`config.mk`:
```
export PLATFORM = sky130hd
export DESIGN_NAME = rfifo_fwft
export DESIGN_NICKNAME = d
export VERILOG_FILES = /design/src/rtl/fifo_pkg.sv /design/src/rtl/rfifo_fwft.sv
export SDC_FILE = /design/constraint.sdc
export NUM_CORES = 1
export LEC_CHECK = 0
export ABC_CLOCK_PERIOD_IN_PS = 1800
export BUFFER_PORTS_ARGS = -buffer_cell sky130_fd_sc_hd__buf_2
export CORE_MARGIN = 5
export CORE_UTILIZATION = 45
export CTS_CLUSTER_DIAMETER = 30
export DETAILED_ROUTE_END_ITERATION = 10
export PLACE_DENSITY = 0.77
export REMOVE_ABC_BUFFERS = 1
export SYNTH_ARGS = -nofsm -noshare
export SYNTH_HDL_FRONTEND = slang
export SYNTH_SLANG_ARGS = --single-unit
export TNS_END_PERCENT = 100
```
`constraint.sdc`:
```
create_clock -name rclk -period 1.8 [get_ports rclk]
set_clock_uncertainty 0.2 [all_clocks]
set_input_delay 0.18 -clock rclk [delete_from_list [all_inputs] [get_ports rclk]]
set_output_delay 0.18 -clock rclk [all_outputs]
set_load 0.02 [all_outputs]
```
`src/rtl/fifo_pkg.sv`:
```
// fifo_pkg
// Shared constants and helpers for the asynchronous FIFO read-side logic.
//   BUF_DEPTH  : entries in the FWFT holding buffer
//   RD_LATENCY : memory read latency in rclk cycles (fixed at 1)
//   idx_wrap_inc() : advance a buffer index, wrapping the last entry back to 0
package fifo_pkg;

  localparam int BUF_DEPTH  = 3;
  localparam int RD_LATENCY = 1;

  // Highest legal buffer index; index value 3 is never produced.
  localparam logic [1:0] IDX_LAST = 2'd2;

  // Holding-buffer depth as a 3-bit quantity, for comparing against occupancy.
  localparam logic [2:0] BUF_DEPTH_W = 3'd3;

  function automatic logic [1:0] idx_wrap_inc(input logic [1:0] idx);
    logic [1:0] nxt;
    if (idx >= IDX_LAST) begin
      nxt = 2'd0;
    end else begin
      nxt = idx + 2'd1;
    end
    return nxt;
  endfunction

endpackage

```
`src/rtl/rfifo_fwft.sv`:
```
// rfifo_fwft
// Read-side first-word-fall-through adapter for the asynchronous FIFO.
// Issues FIFO reads ahead of demand, captures the one-cycle-late memory data
// into a 3-entry holding buffer and presents it as a valid/ready stream.
// Ports:
//   rclk     in   read-domain clock
//   rrst_n   in   asynchronous active-low reset
//   rempty   in   registered FIFO empty flag (1 after reset)
//   rinc     out  pop one FIFO word at this edge
//   rdata    in   memory read data, valid the cycle after rinc
//   m_valid  out  output word available
//   m_data   out  output word (meaningful only with m_valid)
//   m_ready  in   consumer accepts m_data this cycle
//   occ      out  number of words held in the buffer (0..3)
module rfifo_fwft
  import fifo_pkg::*;
#(
  parameter int DSIZE = 8
) (
  input  logic             rclk,
  input  logic             rrst_n,
  input  logic             rempty,
  output logic             rinc,
  input  logic [DSIZE-1:0] rdata,
  output logic             m_valid,
  output logic [DSIZE-1:0] m_data,
  input  logic             m_ready,
  output logic [1:0]       occ
);

  logic [DSIZE-1:0] store_r [BUF_DEPTH];
  logic [1:0]       widx_r;
  logic [1:0]       ridx_r;
  logic [1:0]       count_r;
  logic             inflight_r;

  logic [2:0]       level_s;
  logic             pop_s;
  logic [1:0]       count_nxt_s;

  // Words already held plus the one possibly still coming back from memory;
  // a new read is only issued while this total leaves a free slot.
  always_comb begin
    level_s = {1'b0, count_r} + {2'b00, inflight_r};
  end

  // rinc depends on registered state only, so the consumer's m_ready never
  // reaches the read-pointer logic combinationally.
  always_comb begin
    if (!rempty && (level_s < BUF_DEPTH_W)) begin
      rinc = 1'b1;
    end else begin
      rinc = 1'b0;
    end
  end

  // Output handshake and occupancy derived from the buffer state.
  always_comb begin
    m_valid = (count_r != 2'd0);
    m_data  = store_r[ridx_r];
    occ     = count_r;
    pop_s   = m_valid && m_ready;
  end

  // Occupancy update; never wraps because count + inflight stays <= 3 and a
  // pop only happens with at least one word held.
  always_comb begin
    count_nxt_s = count_r + {1'b0, inflight_r} - {1'b0, pop_s};
  end

  // Control state: indices, occupancy and the read-in-flight marker.
  always_ff @(posedge rclk or negedge rrst_n) begin
    if (!rrst_n) begin
      widx_r     <= 2'd0;
      ridx_r     <= 2'd0;
      count_r    <= 2'd0;
      inflight_r <= 1'b0;
    end else begin
      inflight_r <= rinc;
      count_r    <= count_nxt_s;
      if (inflight_r) begin
        widx_r <= idx_wrap_inc(widx_r);
      end
      if (pop_s) begin
        ridx_r <= idx_wrap_inc(ridx_r);
      end
    end
  end

  // Holding-buffer storage; unreset because m_valid gates every read of it.
  always_ff @(posedge rclk) begin
    if (inflight_r) begin
      store_r[widx_r] <= rdata;
    end
  end

endmodule

```
==> flow_metrics.py, run 1 <==
metrics = {
    "sta": {
        "max_freq_mhz": 523,
        "timing.final.crit_period_ns": 1.91,
        "rsz0062_at_grt": "true",
        "final-hold-violation-count": 0,
        "max_slew_margin_pct": 78.8,
        "setup_ws_ns": -0.112,
        "fin_setup_tns_ns": -0.122,
        "worst_slew_pin_slew_ns": 0.318,
        "finalSetupViolCount": 2,
        "fin_crit_sh_pct": 106,
        "maxSlewViolCount": 0,
    },
    "setup_path": {
        "crit_required_ns": 1.42,
        "cpPeakStageDelay_ns": 0.40,
        "reg2regPathDepth": 8,
        "cp.depth": 4,
        "critPathArrivalTime_ns": 1.53,
        "crit_type": "register to output port",
        "cp.buffers_inverters": 1,
        "critPathCaptureType": "output port",
        "cp-start-kind": "register",
        "cp_max_fo": 2,
        "crit_chain": "ha_2 -> ha_4 -> a211oi_2 -> buf_4",
        "slowest_stage": "dfrtp_1",
        "path_delay_family": "adder cells",
    },
    "yosys": {
        "ys_seq_area_share_pct": 71.6,
        "synth-edff-count": 24,
        "synth_cells": 80,
        "synth_area_leaders": "edfxtp_1 (58%), dfrtp_1 (14%), mux2i_1 (7.2%)",
        "async_flop_share_pct": 22.6,
        "yosys.cell_count.top_type": "edfxtp_1",
        "yosysWarnings": 0,
        "synth_top_area_share_pct": 57.6,
        "synth_top_cells_by_count": "edfxtp_1 (24), mux2i_1 (9), nand2_1 (9)",
        "synth_top_area_cell": "edfxtp_1",
        "synth-main-ff-cell": "edfxtp_1",
        "syn-cell-area_mm2": 0.00125,
        "yosys.cell_types.count": 21,
        "syn_area_per_cell_um2": 15.6,
        "synth_seq_cells": 31,
    },
    "cells_and_area": {
        "syn_to_final_growth_pct": 30.5,
        "drive_gt1_share_pct": 39.5,
        "fin_cells": 160,
        "n_antenna_cell": 0,
        "seq_area_um2": 898,
        "nFillCells": 229,
        "design_area_mm2": 0.00163,
        "multi_input_area_um2": 340,
        "layout.nets": 144,
    },
    "detailed_routing": {
        "ant_nets": 0,
        "dr.first_iter.drc_count": 35,
        "drt_wl_total_um": 2190,
        "drt-wirelength-per-cell_um": 13.7,
        "via_count": 785,
        "firstDrtPassIters": 4,
        "viasPerCell": 4.91,
        "drc_errors": 0,
    },
    "cts": {
        "clkLatencyLatePin_ns": 0.31,
        "clkSinkCount": 31,
        "cts_tree": "yes",
        "path_clk_slew_ns": 0.08,
        "root_buffer": "clkbuf_4",
        "cts_buffer_depth": 2,
        "numCtsBuffers": 5,
        "htree_levels": 2,
    },
    "die": {
        "die_area_mm2": 0.00394,
        "ios": 24,
        "core-area_mm2": 0.00271,
        "die_x_um": 62.7,
        "row_count": 19,
        "die_h_um": 62.7,
        "start_util_pct": 46.2,
    },
    "global_routing": {
        "grt_pass1_vias": 805,
        "grt_max_degree": 20,
        "gr-total-overflow": 0,
        "gr-usage-all-layers_pct": 12.5,
        "grt_pass1_wl_um": 3710,
        "antenna_found_initial": 0,
    },
    "run": {
        "maxCapViolations": 0,
    },
    "place": {
        "post-place-cells": 136,
        "dp_hpwl_um": 1430,
        "port_buffers": 23,
        "dp_slack_ns": 0.0191,
        "gp_congestion": 0.717,
        "placed_cell_area_mm2": 0.00142,
    },
    "pwr": {
        "p_per_area_mw_per_mm2": 1630,
        "ir_drop_mv": 1.25,
        "p_leak_uw": 0.000676,
    },
    "run_status": {
        "violations": "setup timing",
        "status": "complete, but fails checks",
    },
    "hold_path": {
        "hp-class": "input port to async pin",
    },
}
## stage by stage
stage          util [%]  total power, uW  hold WS, ns
6_report           60.2             2660       0.0156
3_5_place_dp       52.4             2150       -0.173
4_1_cts            60.1             2690      0.00260
5_1_grt            60.2             2860      0.00971
2_1_floorplan         -             1780       -0.316
3_3_place_gp       52.4             2090       -0.183
## flip-flops by register name, summed over array words and instances (netlist names)
register and count:
inflight_r 1, occ 2, widx_r 2, store_r 24, ridx_r 2
## cells by family (layout without fill, tap and decap cells)
| kind of cell | Yosys count | in the layout | share of synthesized area [%] |
|---|---|---|---|
| fa+ha+maj | 4 | 4 | 4.00 |
| flops | 31 | 31 | 71.6 |
| mux | 11 | 11 | 9.00 |
| simple gates | 15 | 15 | 6.10 |
| buf+inv | 6 | 55 | 2.80 |
| xor+xnor | 2 | 2 | 1.40 |
| compound gates | 11 | 11 | 5.10 |
## final timing paths
check / end / start / slack, ns
worst max register to register: occ[1] / occ[0] / -0.01
worst min register to register: widx_r[1] / widx_r[1] / 0.35
worst max-delay path: rinc / occ[0] / -0.11
worst min-delay path: widx_r[1] / rrst_n / 0.02
max in group asynchronous: ridx_r[0] / rrst_n / 1.21
min in group rclk: ridx_r[1] / m_ready / 0.10
## cell usage in the layout, fill, tap and decap left out, types with 2 or more instances in the layout
cell type,instances
dfrtp_1,5
clkinv_1,2
buf_2,23
mux2i_1,9
xnor2_1,2
edfxtp_1,24
nand2_1,9
dfrtp_2,2
o21ai_1,8
clkbuf_4,5
ha_1,2
dlygate4sd3_1,9
mux2_2,2
inv_1,3
buf_4,12
## where the power goes
group	switching, uW	internal [uW]
Combinational	625	561
Clock	207	144
Sequential	142	985
## final cells by class
type	count	area share, %
clock buffers	6	2.53
clock inverters	2	0.460
inverters	3	0.690
multi-input cells	43	20.8
flip-flops and latches	31	55.0
well taps	31	2.38
repair buffers	44	18.1
## routing by layer
| layer | global-route usage (%) | up-vias | wire length (um) | share of wire, % |
|---|---|---|---|---|
| met2 | 21.5 | 24 | 1090 | 49 |
| met5 | 0 | - | 0 | 0 |
| met3 | 5.94 | 6 | 133 | 6.1 |
| met4 | 4.77 | 0 | 32 | 1.5 |
| li1 | - | 387 | - | - |
| met1 | 13.0 | 368 | 940 | 43 |
## what timing repair did
action / 4_1_cts / 5_1_grt
buffers inserted: 6 / 2
resized for setup: 6 / 0
cloned: 0 / 0
hold buffers: 9 / 0
hold endpoints to repair: 31 / 0
pin swaps: 2 / 0
endpoints found under the setup margin: 9 / 11
Power figures use the tool's default switching activity.
==> inputs of run 2 (changes only) <==
ABC_CLOCK_PERIOD_IN_PS = 2210   (was 1800)
CORE_ASPECT_RATIO = 0.9   (was unset)
PLACE_DENSITY = 0.74   (was 0.77)
clock period = 2.21 ns   (was 1.8 ns; I/O delays follow)
==> flow_metrics.py, run 2 (synthesis gave the netlist of run 1 again) <==
metrics = {
    "cells_and_area": {
        "n_antenna_cell": 0,
        "nFillCells": 225,
        "layout_commonest_cell": "edfxtp_1",
        "layout.nets": 136,
        "largest_reg_flops": 24,
        "multi_input_area_um2": 325,
        "layout_common_cells": "edfxtp_1 (24), buf_2 (22), dlygate4sd3_1 (10)",
        "drive_gt1_share_pct": 31.4,
        "syn_to_final_growth_pct": 24.6,
        "regMostFlops": "store_r",
        "seq_area_um2": 896,
    },
    "global_routing": {
        "antenna_found_initial": 0,
        "top_usage_layer": "met2",
        "grt_max_degree": 20,
        "gr-usage-all-layers_pct": 11.5,
        "grt_pass1_wl_um": 3280,
        "grt_use_met2_pct": 20.9,
        "met1_usage_pct": 12.4,
        "grt_pass1_vias": 750,
        "gr-total-overflow": 0,
        "use_met3_pct": 4.51,
    },
    "cts": {
        "postCtsSetupRepairBufs": 0,
        "clkSinkCount": 31,
        "cts_tree": "yes",
        "clkLatencyLatePin_ns": 0.31,
        "path_clk_slew_ns": 0.08,
        "cts_buffer_depth": 2,
        "numCtsBuffers": 5,
        "root_buffer": "clkbuf_4",
        "htree_levels": 2,
    },
    "detailed_routing": {
        "firstDrtPassIters": 5,
        "viasPerCell": 4.99,
        "ant_nets": 0,
        "drt_wl_total_um": 2060,
        "drt-wirelength-per-cell_um": 13.6,
        "dr.first_iter.drc_count": 17,
        "via_count": 754,
        "drc_errors": 0,
    },
    "setup_path": {
        "startpoint": "occ[0]",
        "cp-start-kind": "register",
        "critPathCaptureType": "output port",
        "r2r-end": "occ[1]",
        "reg2reg_from": "occ[1]",
        "worst-r2r-setup-slack_ns": 0.45,
        "critPathArrivalTime_ns": 1.65,
        "cp_max_fo": 5,
        "crit_end": "rinc",
        "reg2regPathDepth": 7,
        "crit_type": "register to output port",
        "crit_required_ns": 1.79,
    },
    "sta": {
        "fin_crit_sh_pct": 93.9,
        "maxSlewViolCount": 0,
        "fin_setup_tns_ns": 0,
        "timing.final.crit_period_ns": 2.07,
        "final-hold-violation-count": 0,
        "max_slew_margin_pct": 61.7,
        "finalSetupViolCount": 0,
        "worst_slew_pin_slew_ns": 0.574,
        "max_freq_mhz": 482,
        "rsz0062_at_grt": "false",
    },
    "pwr": {
        "p_switching_uw": 751,
        "p_per_area_mw_per_mm2": 1290,
        "power.total_uw": 2010,
        "swShare_pct": 37.3,
        "power.internal_uw": 1260,
        "pwr-share-comb_pct": 38.1,
        "ir_drop_mv": 0.548,
        "p_leak_uw": 0.000641,
        "seqPwrFrac_pct": 47.7,
        "pwr-share-clk_pct": 14.2,
    },
    "die": {
        "die_area_mm2": 0.00394,
        "ios": 24,
        "die_x_um": 65.6,
        "die_h_um": 60.0,
        "core-area_mm2": 0.00270,
        "row_count": 18,
        "start_util_pct": 46.3,
    },
    "hold_path": {
        "hp-class": "input port to async pin",
    },
    "run": {
        "maxCapViolations": 0,
    },
    "place": {
        "gp_congestion": 0.649,
        "port_buffers": 23,
    },
    "run_status": {
        "status": "complete, no violations",
    },
}
run 2: cell types whose count changed in the layout (fill, tap and decap cells not counted):
cell	previous run	this run
buf_4	12	4
dfrtp_1	5	7
dfrtp_2	2	0
ha_1	2	4
buf_2	23	22
dlygate4sd3_1	9	10
ha_2	1	0
ha_4	1	0
run 2: metrics by stage:
step           util [%]  worst slack, ns  std cells  cell area, um^2  hold slack, ns
2_1_floorplan         -            0.191         77             1230          -0.275
3_3_place_gp       51.9            0.435        133             1400          -0.142
3_5_place_dp       51.9            0.362        133             1400          -0.137
4_1_cts            57.4          0.00205        151             1550          0.0521
5_1_grt            57.7          0.00359        151             1560          0.0532
6_report           57.7            0.135        151             1560          0.0614
run 2: area by class of cell:
cell class / count / share of cell area [%]
sequential: 31 / 57.5
multi-input combinational: 43 / 20.9
timing repair buffer: 36 / 15.4
clock buffer: 6 / 2.65
tap: 30 / 2.41
inverter: 3 / 0.722
clock inverter: 2 / 0.482
run 2: power by group through the flow:
stage | Clock [uW] | Combinational (uW) | Sequential (uW)
final | 286 | 767 | 962
after CTS | 303 | 758 | 969
after detailed placement | 0 | 743 | 981
after global routing | 326 | 844 | 989
after global placement | 0 | 725 | 965
after floorplan | 0 | 493 | 961
run 2: worst min-delay path by stage:
| stage | startpoint | endpoint | slack (ns) | cells after the start |
|---|---|---|---|---|
| floorplan | rrst_n | inflight_r | -0.27 | 0 |
| global placement | rrst_n | occ[0] | -0.14 | 1 |
| detailed placement | rrst_n | occ[0] | -0.14 | 1 |
| CTS | rrst_n | occ[1] | 0.05 | 2 |
| global route | m_ready | ridx_r[0] | 0.05 | 3 |
| finish | rrst_n | occ[0] | 0.06 | 2 |
run 2: timing repair:
item	in CTS	in global routing
hold endpoints to repair	32	0
resized for setup	0	2
hold buffers	10	0
endpoints found under the setup margin	0	1
run 2: per-layer routing:
metal	vias up	wire [um]
li1	374	-
met1	362	775
met2	15	1160
met4	0	21
met3	3	104
met5	-	0
run 2: worst max-delay path: stages (launching register included):
cell      delay [ns]
dfrtp_1         0.43
ha_1            0.22
ha_1            0.28
a211oi_2        0.22
buf_4           0.18
==> inputs of run 3 (changes only) <==
ABC_AREA = 1   (was unset)
SETUP_SLACK_MARGIN = 0.1   (was unset)
==> flow_metrics.py, run 3 <==
metrics = {
    "setup_path": {
        "critPathArrivalTime_ns": 1.57,
        "worst-r2r-setup-slack_ns": 0.45,
        "cpPeakStageDelay_ns": 0.43,
        "cp-start-kind": "register",
        "crit_required_ns": 1.79,
        "startpoint": "occ[0]",
        "reg2reg_from": "occ[1]",
        "slowest_stage": "dfrtp_1",
        "r2r-end": "occ[1]",
        "reg2regPathDepth": 9,
        "crit_chain": "ha_1 -> ha_1 -> nand2_1 -> nand2_1 -> inv_1 -> buf_2",
        "cp_max_fo": 4,
        "crit_end": "rinc",
        "critPathCaptureType": "output port",
        "crit_type": "register to output port",
    },
    "global_routing": {
        "gr-total-overflow": 0,
        "grt_max_degree": 13,
        "gr-usage-all-layers_pct": 14.7,
        "grt_pass1_wl_um": 4100,
        "grt_pass1_vias": 920,
        "antenna_found_initial": 0,
    },
    "sta": {
        "rsz0062_at_grt": "false",
        "final-hold-violation-count": 0,
        "timing.final.crit_period_ns": 1.99,
        "fin_setup_tns_ns": 0,
        "finalSetupViolCount": 0,
        "fin_crit_sh_pct": 90.1,
        "max_freq_mhz": 502,
        "max_slew_margin_pct": 72.7,
        "maxSlewViolCount": 0,
        "worst_slew_pin_slew_ns": 0.410,
    },
    "run": {
        "maxCapViolations": 0,
    },
    "pwr": {
        "pwr-share-comb_pct": 39.4,
        "power.total_uw": 2060,
        "seqPwrFrac_pct": 44.9,
        "swShare_pct": 40.7,
        "ir_drop_mv": 0.508,
        "power.internal_uw": 1220,
        "pwr-share-clk_pct": 15.7,
        "p_leak_uw": 0.000710,
        "p_per_area_mw_per_mm2": 1310,
        "p_switching_uw": 837,
    },
    "cells_and_area": {
        "layout_common_cells": "nand2_1 (29), edfxtp_1 (24), buf_2 (23)",
        "syn_to_final_growth_pct": 25.1,
        "final_util_pct": 58.1,
        "largest_reg_flops": 24,
        "fin_cells": 178,
        "layout.nets": 163,
        "regMostFlops": "store_r",
        "drive_gt1_share_pct": 21.6,
        "layout_commonest_cell": "nand2_1",
        "n_antenna_cell": 0,
    },
    "yosys": {
        "synth-main-ff-cell": "edfxtp_1",
        "synth-edff-count": 24,
        "synth_top_area_cell": "edfxtp_1",
        "synth_area_leaders": "edfxtp_1 (57%), dfrtp_1 (14%), nand2_1 (8.7%)",
        "yosysWarnings": 0,
        "syn-cell-area_mm2": 0.00126,
        "ys_seq_area_share_pct": 71.3,
        "async_flop_share_pct": 22.6,
        "synth_seq_cells": 31,
        "synth_top_area_share_pct": 57.4,
        "synth_cells": 107,
        "yosys.cell_count.top_type": "nand2_1",
        "yosys.cell_types.count": 11,
        "synth_top_cells_by_count": "nand2_1 (29), edfxtp_1 (24), nand3_1 (21)",
        "syn_area_per_cell_um2": 11.7,
    },
    "die": {
        "core-area_mm2": 0.00270,
        "die_h_um": 60.1,
        "die_area_mm2": 0.00395,
        "ios": 24,
        "die_x_um": 65.7,
        "row_count": 18,
        "start_util_pct": 46.5,
    },
    "detailed_routing": {
        "firstDrtPassIters": 4,
        "drc_errors": 0,
        "dr.first_iter.drc_count": 50,
        "drt_wl_total_um": 2600,
        "ant_nets": 0,
        "drt-wirelength-per-cell_um": 14.6,
        "via_count": 894,
        "viasPerCell": 5.02,
    },
    "cts": {
        "numCtsBuffers": 5,
        "path_clk_slew_ns": 0.09,
        "root_buffer": "clkbuf_4",
        "htree_levels": 2,
        "clkSinkCount": 31,
        "clkLatencyLatePin_ns": 0.31,
        "cts_buffer_depth": 2,
        "cts_tree": "yes",
    },
    "run_status": {
        "status": "complete, no violations",
    },
    "place": {
        "port_buffers": 23,
        "post-place-cells": 159,
        "gp_congestion": 0.760,
        "dp_hpwl_um": 1890,
    },
    "hold_path": {
        "hp-class": "input port to async pin",
    },
}
==> run 3: repair_timing <==
item | CTS | global route
setup buffers | 0 | 0
resized for setup | 0 | 1
hold buffers | 11 | 0
endpoints found under the setup margin | 0 | 1
hold endpoints to repair | 34 | 0
==> run 3: layout make-up <==
cell class / instances / area, um^2
Clock buffer: 7 / 55.1
Clock inverter: 1 / 3.75
Fill cell: 233 / 1130
Inverter: 14 / 52.6
Multi-Input combinational cell: 60 / 293
Sequential cell: 31 / 897
Tap cell: 30 / 37.5
Timing Repair Buffer: 35 / 233
==> run 3: worst min path at each step <==
stage / from / to / slack, ns
2_1_floorplan: rrst_n / inflight_r / -0.27
3_3_place_gp: rrst_n / inflight_r / -0.14
3_5_place_dp: rrst_n / occ[1] / -0.13
4_1_cts: rrst_n / occ[1] / 0.06
5_1_grt: rrst_n / occ[1] / 0.07
6_report: rrst_n / widx_r[0] / 0.07
==> run 3: cell families (layout without fill, tap and decap cells) <==
group | after synthesis | count (layout) | synth area share [%]
adders and majority gates | 4 | 4 | 3.98
DFF | 31 | 31 | 71.3
buffers and inverters | 16 | 57 | 5.38
AOI/OAI and AO/OA | 2 | 2 | 0.797
and+or+nand+nor | 54 | 54 | 18.5
==> run 3: power by group through the flow <==
| stage | Clock [uW] | Combinational [uW] | Sequential, uW |
|---|---|---|---|
| after detailed placement | 0 | 810 | 933 |
| final | 323 | 811 | 925 |
| after CTS | 335 | 821 | 921 |
| after global routing | 365 | 907 | 944 |
| after floorplan | 0 | 516 | 920 |
| after global placement | 0 | 762 | 920 |
==> run 3: critical path, delay by kind of cell (launching register included) <==
| family | cells | cell delay (ns) |
|---|---|---|
| buffers and inverters | 2 | 0.22 |
| DFF | 1 | 0.43 |
| adders and majority gates | 2 | 0.48 |
| and+or+nand+nor | 2 | 0.13 |
==> run 3: stage by stage <==
| step | cell area (um^2) | hold WS (ns) | setup slack [ns] |
|---|---|---|---|
| 6_report | 1570 | 0.0669 | 0.218 |
| 5_1_grt | 1570 | 0.0676 | 0.100 |
| 4_1_cts | 1570 | 0.0607 | 0.194 |
| 3_5_place_dp | 1400 | -0.134 | 0.466 |
| 3_3_place_gp | 1400 | -0.138 | 0.557 |
| 2_1_floorplan | 1240 | -0.275 | 0.398 |
==> run 3: per-layer routing <==
layer	GRT usage, %	share of wire [%]
met5	0	0
met4	8.88	3.2
met3	4.32	3.9
met2	24.9	49
met1	16.6	44
